## config.mk

```make
export PLATFORM = sky130hd
export DESIGN_NAME = cic_decim_ctrl
export DESIGN_NICKNAME = d
export VERILOG_FILES = /design/src/rtl/cic_decim_ctrl.sv
export SDC_FILE = /design/constraint.sdc
export NUM_CORES = 1
export LEC_CHECK = 0
export ABC_CLOCK_PERIOD_IN_PS = 8650
export CAP_MARGIN = 20
export CORE_ASPECT_RATIO = 1.2
export CORE_MARGIN = 2
export CORE_UTILIZATION = 56
export DETAILED_ROUTE_END_ITERATION = 6
export PLACE_DENSITY = 0.87
export REMOVE_ABC_BUFFERS = 1
export SYNTH_ARGS = -nofsm -noshare
export SYNTH_HDL_FRONTEND = slang
export SYNTH_SLANG_ARGS = --single-unit
```

## constraint.sdc

```tcl
create_clock -name clk_in -period 8.65 [get_ports clk_in]
set_clock_uncertainty 0.2 [all_clocks]
set_input_delay 1.73 -clock clk_in [delete_from_list [all_inputs] [get_ports clk_in]]
set_output_delay 1.73 -clock clk_in [all_outputs]
set_load 0.1 [all_outputs]
```

## src/rtl/cic_decim_ctrl.sv

```systemverilog
// Sequencer for the order-3 CIC decimator: derives clk_dec, captures and scales
// one filter output per decimated period, and hands samples downstream via a 2-entry buffer.
module cic_decim_ctrl #(
  parameter  int IN_W   = 16,
  parameter  int M_MAX  = 64,
  parameter  int M_INIT = 64,
  parameter  int OUT_W  = 16,
  parameter  int WARMUP = 6,
  localparam int CIC_W  = IN_W + $clog2(M_MAX**3),
  localparam int RW     = $clog2(M_MAX+1),
  localparam int SW     = $clog2(CIC_W)
) (
  input  logic             clk_in,
  input  logic             reset,
  input  logic [RW-1:0]    cfg_ratio,
  input  logic [SW-1:0]    cfg_shift,
  input  logic             cfg_load,
  output logic             cfg_busy,
  output logic             cfg_err,
  output logic             clk_dec,
  input  logic [CIC_W-1:0] cic_out,
  output logic [OUT_W-1:0] m_data,
  output logic             m_valid,
  input  logic             m_ready,
  output logic             sat,
  output logic             ovf,
  input  logic             flag_clr
);

  localparam int WW = $clog2(WARMUP+1);
  localparam logic signed [CIC_W-1:0] P_MAX = CIC_W'((2**(OUT_W-1)) - 1);
  localparam logic signed [CIC_W-1:0] P_MIN = ~P_MAX;

  logic [RW-1:0]    r_cnt;
  logic [RW-1:0]    r_ratio;
  logic [RW-1:0]    r_pend_val;
  logic             r_pend;
  logic             r_err;
  logic             r_clk_dec;
  logic [WW-1:0]    r_warm;
  logic [1:0]       r_level;
  logic [OUT_W-1:0] r_head;
  logic [OUT_W-1:0] r_tail;
  logic             r_sat;
  logic             r_ovf;

  logic                    w_wrap;
  logic                    w_apply;
  logic [RW-1:0]           w_ratio_nxt;
  logic [RW-1:0]           w_cnt_nxt;
  logic [RW:0]             w_half;
  logic                    w_legal;
  logic                    w_cap;
  logic                    w_push;
  logic                    w_pop;
  logic signed [CIC_W-1:0] w_shifted;
  logic                    w_hi;
  logic                    w_lo;
  logic [OUT_W-1:0]        w_sample;

  always_comb begin
    w_wrap      = (r_cnt == r_ratio - RW'(1));
    w_apply     = w_wrap && r_pend;
    w_ratio_nxt = w_apply ? r_pend_val : r_ratio;
    w_cnt_nxt   = w_wrap ? '0 : r_cnt + RW'(1);
    // High phase is ceil(R/2) counts, evaluated against the ratio in force after this edge
    w_half      = ({1'b0, w_ratio_nxt} + (RW+1)'(1)) >> 1;
    w_legal     = (cfg_ratio >= RW'(4)) && (cfg_ratio <= RW'(M_MAX));
    w_cap       = (r_cnt == RW'(2));
    w_push      = w_cap && (r_warm == '0);
    w_pop       = (r_level != 2'd0) && m_ready;
    w_shifted   = $signed(cic_out) >>> cfg_shift;
    w_hi        = (w_shifted > P_MAX);
    w_lo        = (w_shifted < P_MIN);
    if (w_hi)
      w_sample = {1'b0, {(OUT_W-1){1'b1}}};
    else if (w_lo)
      w_sample = {1'b1, {(OUT_W-1){1'b0}}};
    else
      w_sample = w_shifted[OUT_W-1:0];
  end

  always_ff @(posedge clk_in or posedge reset) begin
    if (reset) begin
      r_cnt     <= '0;
      r_ratio   <= RW'(M_INIT);
      r_clk_dec <= 1'b1;
    end else begin
      r_cnt     <= w_cnt_nxt;
      r_ratio   <= w_ratio_nxt;
      r_clk_dec <= ({1'b0, w_cnt_nxt} < w_half);
    end
  end

  always_ff @(posedge clk_in or posedge reset) begin
    if (reset) begin
      r_pend     <= 1'b0;
      r_pend_val <= '0;
      r_err      <= 1'b0;
    end else begin
      r_err <= cfg_load && !w_legal;
      // A legal load in the wrap cycle re-arms for the following wrap
      if (cfg_load && w_legal) begin
        r_pend     <= 1'b1;
        r_pend_val <= cfg_ratio;
      end else if (w_apply) begin
        r_pend <= 1'b0;
      end
    end
  end

  always_ff @(posedge clk_in or posedge reset) begin
    if (reset)
      r_warm <= WW'(WARMUP);
    else if (w_apply)
      r_warm <= WW'(WARMUP);
    else if (w_cap && (r_warm != '0))
      r_warm <= r_warm - WW'(1);
  end

  always_ff @(posedge clk_in or posedge reset) begin
    if (reset) begin
      r_level <= 2'd0;
      r_head  <= '0;
      r_tail  <= '0;
    end else begin
      unique case ({w_push, w_pop})
        2'b10: begin
          if (r_level == 2'd0) begin
            r_head  <= w_sample;
            r_level <= 2'd1;
          end else if (r_level == 2'd1) begin
            r_tail  <= w_sample;
            r_level <= 2'd2;
          end
        end
        2'b01: begin
          r_head  <= r_tail;
          r_level <= r_level - 2'd1;
        end
        2'b11: begin
          if (r_level == 2'd1) begin
            r_head <= w_sample;
          end else begin
            r_head <= r_tail;
            r_tail <= w_sample;
          end
        end
        default: ;
      endcase
    end
  end

  always_ff @(posedge clk_in or posedge reset) begin
    if (reset) begin
      r_sat <= 1'b0;
      r_ovf <= 1'b0;
    end else begin
      if (w_push && (w_hi || w_lo))
        r_sat <= 1'b1;
      else if (flag_clr)
        r_sat <= 1'b0;
      if (w_push && !w_pop && (r_level == 2'd2))
        r_ovf <= 1'b1;
      else if (flag_clr)
        r_ovf <= 1'b0;
    end
  end

  assign cfg_busy = r_pend;
  assign cfg_err  = r_err;
  assign clk_dec  = r_clk_dec;
  assign m_data   = r_head;
  assign m_valid  = (r_level != 2'd0);
  assign sat      = r_sat;
  assign ovf      = r_ovf;

endmodule

```

==> results.ini <==
[route]
drtPass1Iterations=5
wl_met2_mm=8.814
drt-total-wl_mm=17.22
drcViolationCount=0
post_drt_wl_per_cell_um=19.81
viasPerCell=6.727
route.antenna.remaining_nets=0
drtIter0Drc=410
wl_met1_mm=6.597
wl_met3_mm=1.060
top_layer=met4
vias=5846

[synth]
ys_types=77
ys_seq_area_share_pct=26.23
synth_edf_count=0
yosysWarnings=0
async_flop_share_pct=100.0
synthCells=691
synth_ff_type=dfrtp_1
netlist_area_sq_um=6028
ys_ff_latch=63
syn_avg_cell_area_sq_um=8.724

[sta]
timing.final.ws_setup_ns=2.840
tns_ns=0
grt_setup_unrepaired=no
relSlewSlack_pct=32.81
worstMarginPinSlew_ns=1.005
period_minus_slack_ns=5.810
finalSetupViolations=0
hold_violations=0
max_freq_ghz=0.1721
fin_crit_sh_pct=67.17
fin_hold_ws_ns=0.2769
slew_viol_final=0

[place]
placedCellCount=852
place_congestion=0.9342
placed_area_sq_um=6728
portBuffers=73
dp_hpwl_mm=12.50
pre_cts_ws_ns=2.595

[clocking]
clk_pin_slew_ns=0.06
cts.sinks=63
htree_levels=3
cts_tree=built
hold_buffers=0
clock_path_buffers=2
worstSkewPairLatency_ns=0.34
ctsResizeCount=0
post_cts_buffers=0
root_buffer=clkbuf_16
cts_buffers=9

[die]
die_area_sq_um=11610
core_sq_um=10520
ios=74
initial_core_util_pct=57.32
die_y_um=117.7
row_count=41
die_width_um=98.72

[finish]
fin_util_pct=67.40
final_area_sq_um=7088
drive_gt1_share_pct=14.73
final_net_count=805
area_delta_synth_final_pct=17.58
num_antenna_cells=0
final_cells=869

[grt]
grt-ovfl-total=0
grt_pass1_vias=5725
grt_max_degree=64
track_usage_pct=30.14
grt_pass1_wl_mm=28.62
antenna_found_initial=0

[power_and_ir_drop]
irDropWorstVdd_uv=146.4
p_leak_nw=2.920
powerDensity_nw_per_um2=210.0
p_total_mw=1.489

[setup_path]
crit_arrival_ns=5.88
crit_fanout=45
path_class=in2reg
cp-end-kind=flop
cp-start-kind=input port
crit_required_ns=8.72

[worst_hold_path]
hold_path.class=reg2reg

[status]
status=completed

[run]
drv_cap=0

[power breakdown]
part	total, mW	switching, mW	internal [mW]	leakage [nW]
registers	0.386	0.0373	0.348	0.790
clock network	0.422	0.140	0.282	0.166
logic	0.681	0.474	0.207	1.96
total	1.49	0.651	0.838	2.92
[worst paths after layout]
| kind | slack (ns) | cells after the start | to | startpoint |
|---|---|---|---|---|
| worst max-delay path | 2.84 | 10 | m_data[13]$_DFFE_PP0P_ | cfg_shift[3] |
| worst min-delay path | 0.28 | 1 | sat$_DFFE_PP0P_ | sat$_DFFE_PP0P_ |
| worst max register to register | 3.75 | 13 | clk_dec$_DFF_PP1_ | r_ratio[0]$_DFF_PP0_ |
| worst min register to register | 0.28 | 1 | sat$_DFFE_PP0P_ | sat$_DFFE_PP0P_ |
| max in group asynchronous | 5.97 | 3 | r_pend_val[2]$_DFFE_PP0P_ | reset |
| min in group asynchronous | 1.75 | 3 | r_level[0]$_DFFE_PP0P_ | reset |
[critical path: stages]
cell and delay, ns:
clkdlybuf4s50_1 0.45, buf_4 0.38, clkinv_1 0.60, mux4_2 0.69, nor4_1 0.35, o2111ai_1 0.22, o41ai_1 0.60, a21oi_1 0.27
o31ai_1 0.36, o221a_2 0.24
[final cells by class]
cell class,instances,area [sq um]
Clock buffer,9,225.2
Clock inverter,7,120.1
Fill cell,783,3428
Inverter,27,101.3
Multi-Input combinational cell,553,4110
Sequential cell,63,1582
Tap cell,129,161.4
Timing Repair Buffer,81,788.3
[cell usage after synthesis (4+ instances only)]
master | instances | share of area [%]
a311oi_1 | 4 | 0.58
o21a_1 | 6 | 0.75
o21ai_0 | 28 | 2.3
o31ai_1 | 6 | 0.75
nand2_1 | 91 | 5.7
or4_1 | 4 | 0.50
o221ai_1 | 4 | 0.58
buf_6 | 6 | 1.1
dfrtp_1 | 59 | 24
a21oi_1 | 45 | 3.7
nor2_1 | 68 | 4.2
o221a_2 | 4 | 0.75
nor3_1 | 7 | 0.58
and2_1 | 8 | 0.83
buf_1 | 6 | 0.37
xor2_1 | 5 | 0.73
a31oi_1 | 6 | 0.62
nand4_1 | 5 | 0.52
inv_1 | 25 | 1.6
mux2_2 | 35 | 6.5
o21ai_1 | 4 | 0.33
clkbuf_1 | 25 | 1.6
a221oi_1 | 5 | 0.73
dfstp_2 | 4 | 1.7
or3_1 | 6 | 0.62
o22ai_1 | 7 | 0.73
ha_1 | 18 | 3.7
and3_1 | 4 | 0.42
a211oi_1 | 6 | 0.75
xnor2_1 | 14 | 2.0
nand3_1 | 15 | 1.2
nand2b_1 | 11 | 1.1
a211o_1 | 5 | 0.73
a21o_1 | 6 | 0.75
mux2i_1 | 31 | 5.1
buf_2 | 10 | 0.83
mux4_2 | 26 | 9.7
nor4_1 | 6 | 0.62
nor2b_1 | 8 | 0.83
[layout by cell type, fill, tap and decap left out, types with 8 or more instances in the layout]
master           netlist  layout
a21oi_1               45      45
and2_1                 8       8
clkbuf_16              0       9
clkdlybuf4s50_1        0      71
dfrtp_1               59      59
ha_1                  18      18
inv_1                 25      24
mux2_2                35      35
mux2i_1               31      31
mux4_2                26      26
nand2_1               91      91
nand2b_1              11      11
nand3_1               15      15
nor2_1                68      68
nor2b_1                8       8
o21ai_0               28      28
xnor2_1               14      14
[kinds of logic after synthesis]
| group | count (synthesis) | share of synthesized area (%) |
|---|---|---|
| xor gates and xnor gates | 19 | 2.760 |
| DFF | 63 | 26.24 |
| adders and majority gates | 18 | 3.736 |
| muxes | 94 | 22.27 |
| AOI/OAI and AO/OA | 174 | 19.86 |
| buffers and inverters | 75 | 5.687 |
| and+or+nand+nor | 248 | 19.45 |
[flip-flops by register name, summed over array words and instances, names as in the netlist]
name / cells
m_data: 16
r_tail: 16
r_cnt: 7
r_pend_val: 7
r_ratio: 7
r_warm: 3
r_level: 2
cfg_busy: 1
cfg_err: 1
clk_dec: 1
ovf: 1
sat: 1
[routing by layer]
metal / track usage, % / up-vias
li1: - / 2666
met1: 37.47 / 2833
met2: 50.85 / 289
met3: 4.216 / 58
met4: 15.15 / 0
met5: 0 / -
No activity file was read; power rests on OpenSTA's default activity.
